===== src/rtl/player_motion_ctl.sv =====
// player_motion_ctl: frame-stepped player FSM (idle/walk/jump) with saturating x and gravity-driven y.
// Optional horizontal acceleration enabled by defining PLAYER_MOTION_ACCEL_EN.
module player_motion_ctl #(
  parameter int W        = 12,
  parameter int X_MIN    = 0,
  parameter int X_MAX    = 1023,
  parameter int X_START  = 0,
  parameter int Y_MIN    = 0,
  parameter int Y_GROUND = 600,
  parameter int STEP     = 2,
  parameter int JUMP_V   = 8,
  parameter int GRAV     = 1
) (
  input  logic         clk,
  input  logic         rst_n,
  input  logic         v_tick,
  input  logic         m_left,
  input  logic         m_right,
  input  logic         m_jump,
  output logic [W-1:0] xpos_player,
  output logic [W-1:0] ypos_player,
  output logic         in_air,
  output logic         facing_left
);
  typedef enum logic [1:0] {IDLE, LEFT, RIGHT, JUMP} state_t;
  localparam logic signed [W:0] XLO  = (W+1)'(X_MIN);
  localparam logic signed [W:0] XHI  = (W+1)'(X_MAX);
  localparam logic signed [W:0] YLO  = (W+1)'(Y_MIN);
  localparam logic signed [W:0] YGND = (W+1)'(Y_GROUND);
  state_t              state;
  state_t              walk;
  logic                v_tick_q;
  logic                frame;
  logic                go_l;
  logic                go_r;
  logic                one;
  logic signed [W-1:0] vy;
  logic        [W-1:0] step;
  logic signed [W:0]   x_calc;
  logic        [W-1:0] x_n;
  logic signed [W:0]   y_calc;
  assign frame = v_tick & ~v_tick_q;
  assign go_l  = m_left & ~m_right;
  assign go_r  = m_right & ~m_left;
  assign one   = go_l | go_r;
  assign walk  = go_r ? RIGHT : go_l ? LEFT : IDLE;
`ifdef PLAYER_MOTION_ACCEL_EN
  logic [W-1:0] vx;
  logic [W-1:0] vx_base;
  logic [W-1:0] vx_n;
  // speed carries over only while the same single direction stays held
  assign vx_base = (one && (go_l == facing_left)) ? vx : '0;
  assign vx_n    = !one ? '0 : (vx_base >= W'(STEP)) ? W'(STEP) : vx_base + 1'b1;
  assign step    = vx_n;
  always_ff @(posedge clk) begin
    if (!rst_n) vx <= '0;
    else if (frame) vx <= vx_n;
  end
`else
  assign step = W'(STEP);
`endif
  assign x_calc = go_r ? $signed({1'b0, xpos_player}) + $signed({1'b0, step})
                : go_l ? $signed({1'b0, xpos_player}) - $signed({1'b0, step})
                : $signed({1'b0, xpos_player});
  assign x_n    = (x_calc < XLO) ? W'(X_MIN) : (x_calc > XHI) ? W'(X_MAX) : x_calc[W-1:0];
  assign y_calc = $signed({1'b0, ypos_player}) - $signed({vy[W-1], vy});
  always_ff @(posedge clk) begin
    if (!rst_n) begin
      state       <= IDLE;
      in_air      <= 1'b0;
      xpos_player <= W'(X_START);
      ypos_player <= W'(Y_GROUND);
      vy          <= '0;
      facing_left <= 1'b0;
      v_tick_q    <= 1'b0;
    end else begin
      v_tick_q <= v_tick;
      if (frame) begin
        xpos_player <= x_n;
        if (one) facing_left <= go_l;
        if (state == JUMP) begin
          vy <= vy - $signed(W'(GRAV));
          if (y_calc < YLO) begin
            ypos_player <= W'(Y_MIN);
            vy          <= '0;
          end else if (y_calc >= YGND) begin
            ypos_player <= W'(Y_GROUND);
            vy          <= '0;
            state       <= walk;
            in_air      <= 1'b0;
          end else begin
            ypos_player <= y_calc[W-1:0];
          end
        end else if (m_jump) begin
          state  <= JUMP;
          in_air <= 1'b1;
          vy     <= W'(JUMP_V);
        end else begin
          state <= walk;
        end
      end
    end
  end
endmodule


===== config.mk =====
export PLATFORM = sky130hd
export DESIGN_NAME = player_motion_ctl
export DESIGN_NICKNAME = d
export VERILOG_FILES = /design/src/rtl/player_motion_ctl.sv
export SDC_FILE = /design/constraint.sdc
export NUM_CORES = 1
export LEC_CHECK = 0
export CORE_MARGIN = 5
export CORE_UTILIZATION = 35
export DETAILED_ROUTE_END_ITERATION = 10
export SYNTH_ARGS = -nofsm -noshare
export SYNTH_HDL_FRONTEND = slang
export SYNTH_SLANG_ARGS = --single-unit

===== constraint.sdc =====
create_clock -name clk -period 3.8 [get_ports clk]
set_input_delay 0.57 -clock clk [delete_from_list [all_inputs] [get_ports clk]]
set_output_delay 0.57 -clock clk [all_outputs]
set_load 0.02 [all_outputs]

== Word-level counts from Yosys, hierarchy flattened ==
Cells that the tools add are included.

* Add/subtract/negate cells: 4
* $lt $le $gt $ge: 4
* Bitwise logic cells: 7
* Reductions and logical operators: 6
* Equal/unequal tests: 3
* Multiplexer cells: 20

{| class="wikitable"
|+ Operators by type and width
! cell !! count
|-
| 12-bit two-way mux || 8
|-
| 13-bit by 1-bit less-than comparator with 1-bit output (second input constant) || 2
|-
| 13-bit two-way mux || 2
|-
| 12-bit by 2-bit adder with 13-bit output (second input constant) || 1
|-
| 13-bit by 11-bit >= comparator with 1-bit output (second input constant) || 1
|-
| 13-bit by 11-bit greater-than comparator with 1-bit output (second input constant) || 1
|-
| 12-bit by 2-bit subtractor with 13-bit output (second input constant) || 1
|-
| 13-bit by 12-bit subtractor with 13-bit output || 1
|-
| 12-bit by 2-bit subtractor with 12-bit output (second input constant) || 1
|-
| 2-bit two-way mux || 5
|-
| 2-bit AND reduction || 3
|-
| 1-bit two-way mux || 5
|-
| 4-bit AND reduction || 1
|-
| 1-bit bitwise AND || 3
|-
| 1-bit NOT || 3
|-
| 3-bit AND reduction || 1
|-
| 2-bit == test (second input constant) || 1
|-
| 2-bit by 1-bit inequality test with 1-bit output (second input constant) || 1
|-
| 2-bit inequality test (second input constant) || 1
|-
| 2-bit nonzero test || 1
|-
| 1-bit bitwise OR || 1
|}

* Register bits: 41
* Output and inout port bits: 26
* Input bits: 6
* Logic and storage cells: 51

== Longest topological paths before layout ==
* Depth after elaboration: 7
* Depth in mapped cells: 12
* Gate-level depth less buffers: 11

== Worst setup path before layout ==
OpenSTA, ideal clock, no wires.

* Path type: flip-flop to flip-flop
* Start: register ypos_player[0]
* End: register vy[5]
* Setup time: 73 ps
* Clock period less this slack: 2972 ps
* Arrival: 2899 ps
* Slack: 828 ps
* Cell stages (with the launch flop): 13
* Cell sequence: dfxtp_1 -> inv_1 -> ha_1 -> fa_1 -> nand2b_1 -> a21oi_2 -> a21oi_4 -> o311ai_0 -> o21bai_1 -> a2111oi_4 -> buf_6 -> a21oi_2 -> o22ai_2

* Cells in the longest elaborated chain, start to end: 5
* Elaborated cells between the ends (all ways): 6
* Those cells by class: add/sub: 1; order compare: 2; mux: 3

{| class="wikitable"
|+ RTL lines
! element !! line !! RTL
|-
| from (decl) || 21 || <nowiki>output logic [W-1:0] ypos_player,</nowiki>
|-
| from (signal assigned) || 72 || <nowiki>ypos_player <= W'(Y_GROUND);</nowiki>
|-
| from (signal assigned) || 84 || <nowiki>ypos_player <= W'(Y_MIN);</nowiki>
|-
| from (signal assigned) || 87 || <nowiki>ypos_player <= W'(Y_GROUND);</nowiki>
|-
| 13-bit by 12-bit subtractor with 13-bit output (*) || 66 || <nowiki>assign y_calc = $signed({1'b0, ypos_player}) - $signed({vy[W-1], vy});</nowiki>
|-
| 13-bit by 11-bit >= comparator with 1-bit output || 86 || <nowiki>end else if (y_calc >= YGND) begin</nowiki>
|-
| 12-bit two-way mux || 86 ||
|-
| 12-bit two-way mux (*) || 83 || <nowiki>if (y_calc < YLO) begin</nowiki>
|-
| 12-bit two-way mux (*) || 81 || <nowiki>if (state == JUMP) begin</nowiki>
|-
| to (signal assigned) || 82 || <nowiki>vy <= vy - $signed(W'(GRAV));</nowiki>
|-
| to (signal assigned) || 97 || <nowiki>vy <= W'(JUMP_V);</nowiki>
|-
| to (decl) || 37 || <nowiki>logic signed [W-1:0] vy;</nowiki>
|}

Every way passes the cells marked *; elsewhere a longest branch is shown, timed or not.
A chain may end at the register's enable or synchronous reset.

== Final worst setup path ==
* Start: register ypos_player[0]
* End: register vy[2]

Same word-level chain as after synthesis.

==> flow_summary.yaml <==
synth:
  syn_area_sq_um: 2810
  synthesis.nets: 375
  syn-instance-count: 351
  synth.distinct_cells: 63
  syn_avg_cell_area_sq_um: 8.01
  synth-async-reset-ratio: 0
  synth_ff_type: "dfxtp_1"
  synth-edff-count: 0
  yosys_warnings: 0
  ys_seq_area_frac: 0.292
  ys_seq_elements: 41
global_routing:
  grt_usage: 0.150
  grt_pass1_wl_mm: 12.2
  antenna_found_initial: 0
  grt-ovfl-total: 0
  grt_pass1_vias: 2574
  grt_max_degree: 19
sta:
  finalSetupTns_ns: 0
  grt_setup_unrepaired: "false"
  fmax_mhz: 324
  maxSlewHeadroom: 0.562
  timing.hold.ws_ns: 0.482
  finClkSkew_ns: 0.00419
  period_share: 0.813
  hold_violations: 0
  final_max_slew_viol_count: 0
  min_period_ns: 3.09
  tightest_slew_ns: 0.657
  setup_viol: 0
clocking:
  clk_pin_slew_ns: 0.08
  clock_path_buffers: 2
  cts-buffers-inserted: 5
  clk_latency_ns: 0.30
  post_cts_buffers: 0
  cts_tree: "done"
  cts.sinks: 41
  ctsHtreeMaxLevel: 2
  cts-root-buf: "clkbuf_8"
  holdBufCountCts: 0
  cts_resized: 0
worst_setup_path:
  worstSetupStartpointType: "register"
  critPathMaxStageDelay_ns: 0.51
  cp_slowest_cell: "o311ai_0"
  worstSetupEndpointType: "register"
  cp.required_ns: 4.04
  ff2ff_path_depth: 12
  arrival_ns: 3.33
  crit_fanout: 6
  path_cells: "inv_1 -> ha_1 -> fa_1 -> nand2b_1 -> a21oi_2 -> a21oi_4 -> o311ai_0 -> o21bai_1 -> a2111oi_4 -> buf_4 -> a21oi_1 -> o21ai_1"
  crit_type: "register to register"
power_and_ir_drop:
  vdd_drop_max_mv: 0.127
  leakage_nw: 1.28
  p_per_area_nw_per_um2: 332
final_layout:
  antenna_cells: 0
  finalNetCount: 411
  syn_to_final_growth_pct: 20.1
  layout-drive-gt1-share: 0.103
  fin_util: 0.435
outcome:
  status: "completed"
place:
  dp_hpwl_mm: 5.29
  place.gp.congestion: 0.855
  numPortBuffers: 31
die:
  io_pins: 32
  die_h_um: 99.6
  coreArea_sq_um: 7770
  rows: 32
  fp.dieArea_sq_um: 9920
  start_util: 0.362
  dieWidth_um: 99.6
min_path:
  hold_depth: 2
  hold_class: "register to register"
routing:
  firstDrtPassIters: 4
  drc: 0
  drt_wl_total_mm: 7.03
  drtAntennaViolNets: 0
  via_per_inst: 5.44
  drt-initial-drc-count: 131
  wire_per_inst_um: 14.3
  vias: 2668
run:
  max_cap_viol_count: 0
## layout make-up
cell class | count | area [sq um]
inverter | 23 | 86.3
sequential | 41 | 821
multi-input combinational | 276 | 1850
fill | 788 | 4390
clock buffer | 7 | 86.3
tap | 102 | 128
clock inverter | 1 | 30.0
timing repair buffer | 40 | 378
## per-layer routing
layer / track usage / wire (um) / up-vias
met4: 0.0368 / 60 / 0
li1: - / - / 1368
met2: 0.248 / 3200 / 37
met1: 0.200 / 3560 / 1257
met3: 0.0288 / 214 / 6
met5: 0 / 0 / -
## critical path: cells and delay by family, from the launching register on
| kind | cells | cell delay [ns] |
|---|---|---|
| compound gates | 7 | 1.62 |
| fa+ha+maj | 2 | 0.60 |
| buf+inv | 2 | 0.26 |
| flops | 1 | 0.35 |
| simple gates | 1 | 0.19 |
## flip-flops by register name (all words and copies together), names as in the netlist
name and flops:
in_air 1, xpos_player 12, ypos_player 12, v_tick_q 1, state 2, facing_left 1, vy 12
## layout by cell type, fill, tap and decap left out, drive strengths merged, types with 7 or more instances in the layout
master | synthesis | routed
a21oi | 40 | 40
nand3 | 24 | 24
ha | 17 | 17
o21ai | 20 | 20
inv | 22 | 22
a211oi | 7 | 7
or3 | 7 | 7
dfxtp | 41 | 41
nor3 | 13 | 13
nand2b | 9 | 9
clkdlybuf4s50 | 0 | 31
clkbuf | 9 | 7
nand2 | 32 | 32
nor2 | 25 | 25
buf | 2 | 9
## power by group
part / switching [mW] / internal [mW] / total [mW] / leakage (nW)
sequential: 0.0252 / 0.446 / 0.472 / 0.333
clock: 0.160 / 0.214 / 0.375 / 0.0585
combinational: 0.157 / 0.116 / 0.273 / 0.886
## synthesized netlist by cell type, types with 9 or more instances
cell type,instances,area share
a21oi_1,37,0.066
nand2b_1,9,0.020
nor2_1,25,0.033
inv_1,22,0.029
dfxtp_1,41,0.29
clkbuf_1,9,0.012
o21ai_0,17,0.030
nor3_1,10,0.018
nand2_1,32,0.043
ha_1,17,0.076
nand3_1,23,0.041
## final timing paths
| kind | from | endpoint | slack [ns] |
|---|---|---|---|
| worst max-delay path | ypos_player[0] | vy[2] | 0.71 |
| worst min-delay path | ypos_player[0] | ypos_player[0] | 0.48 |
| worst max register to register | ypos_player[0] | vy[2] | 0.71 |
| worst min register to register | ypos_player[0] | ypos_player[0] | 0.48 |
## metrics by stage
step | instances | power, mW | setup WS [ns] | area (sq um)
floorplan | 351 | 0.670 | 0.828 | 2810
global placement | 482 | 0.749 | 0.580 | 3260
detailed placement | 482 | 0.753 | 0.454 | 3260
CTS | 490 | 1.13 | 0.727 | 3380
global route | 490 | 1.18 | 0.446 | 3380
finish | 490 | 1.12 | 0.709 | 3380
## cell families after synthesis
family,share of synthesized area
simple gates,0.256
compound gates,0.286
flops,0.292
buf+inv,0.0508
fa+ha+maj,0.0828
xor+xnor,0.0218
mux,0.0107
Power figures use the tool's default switching activity.
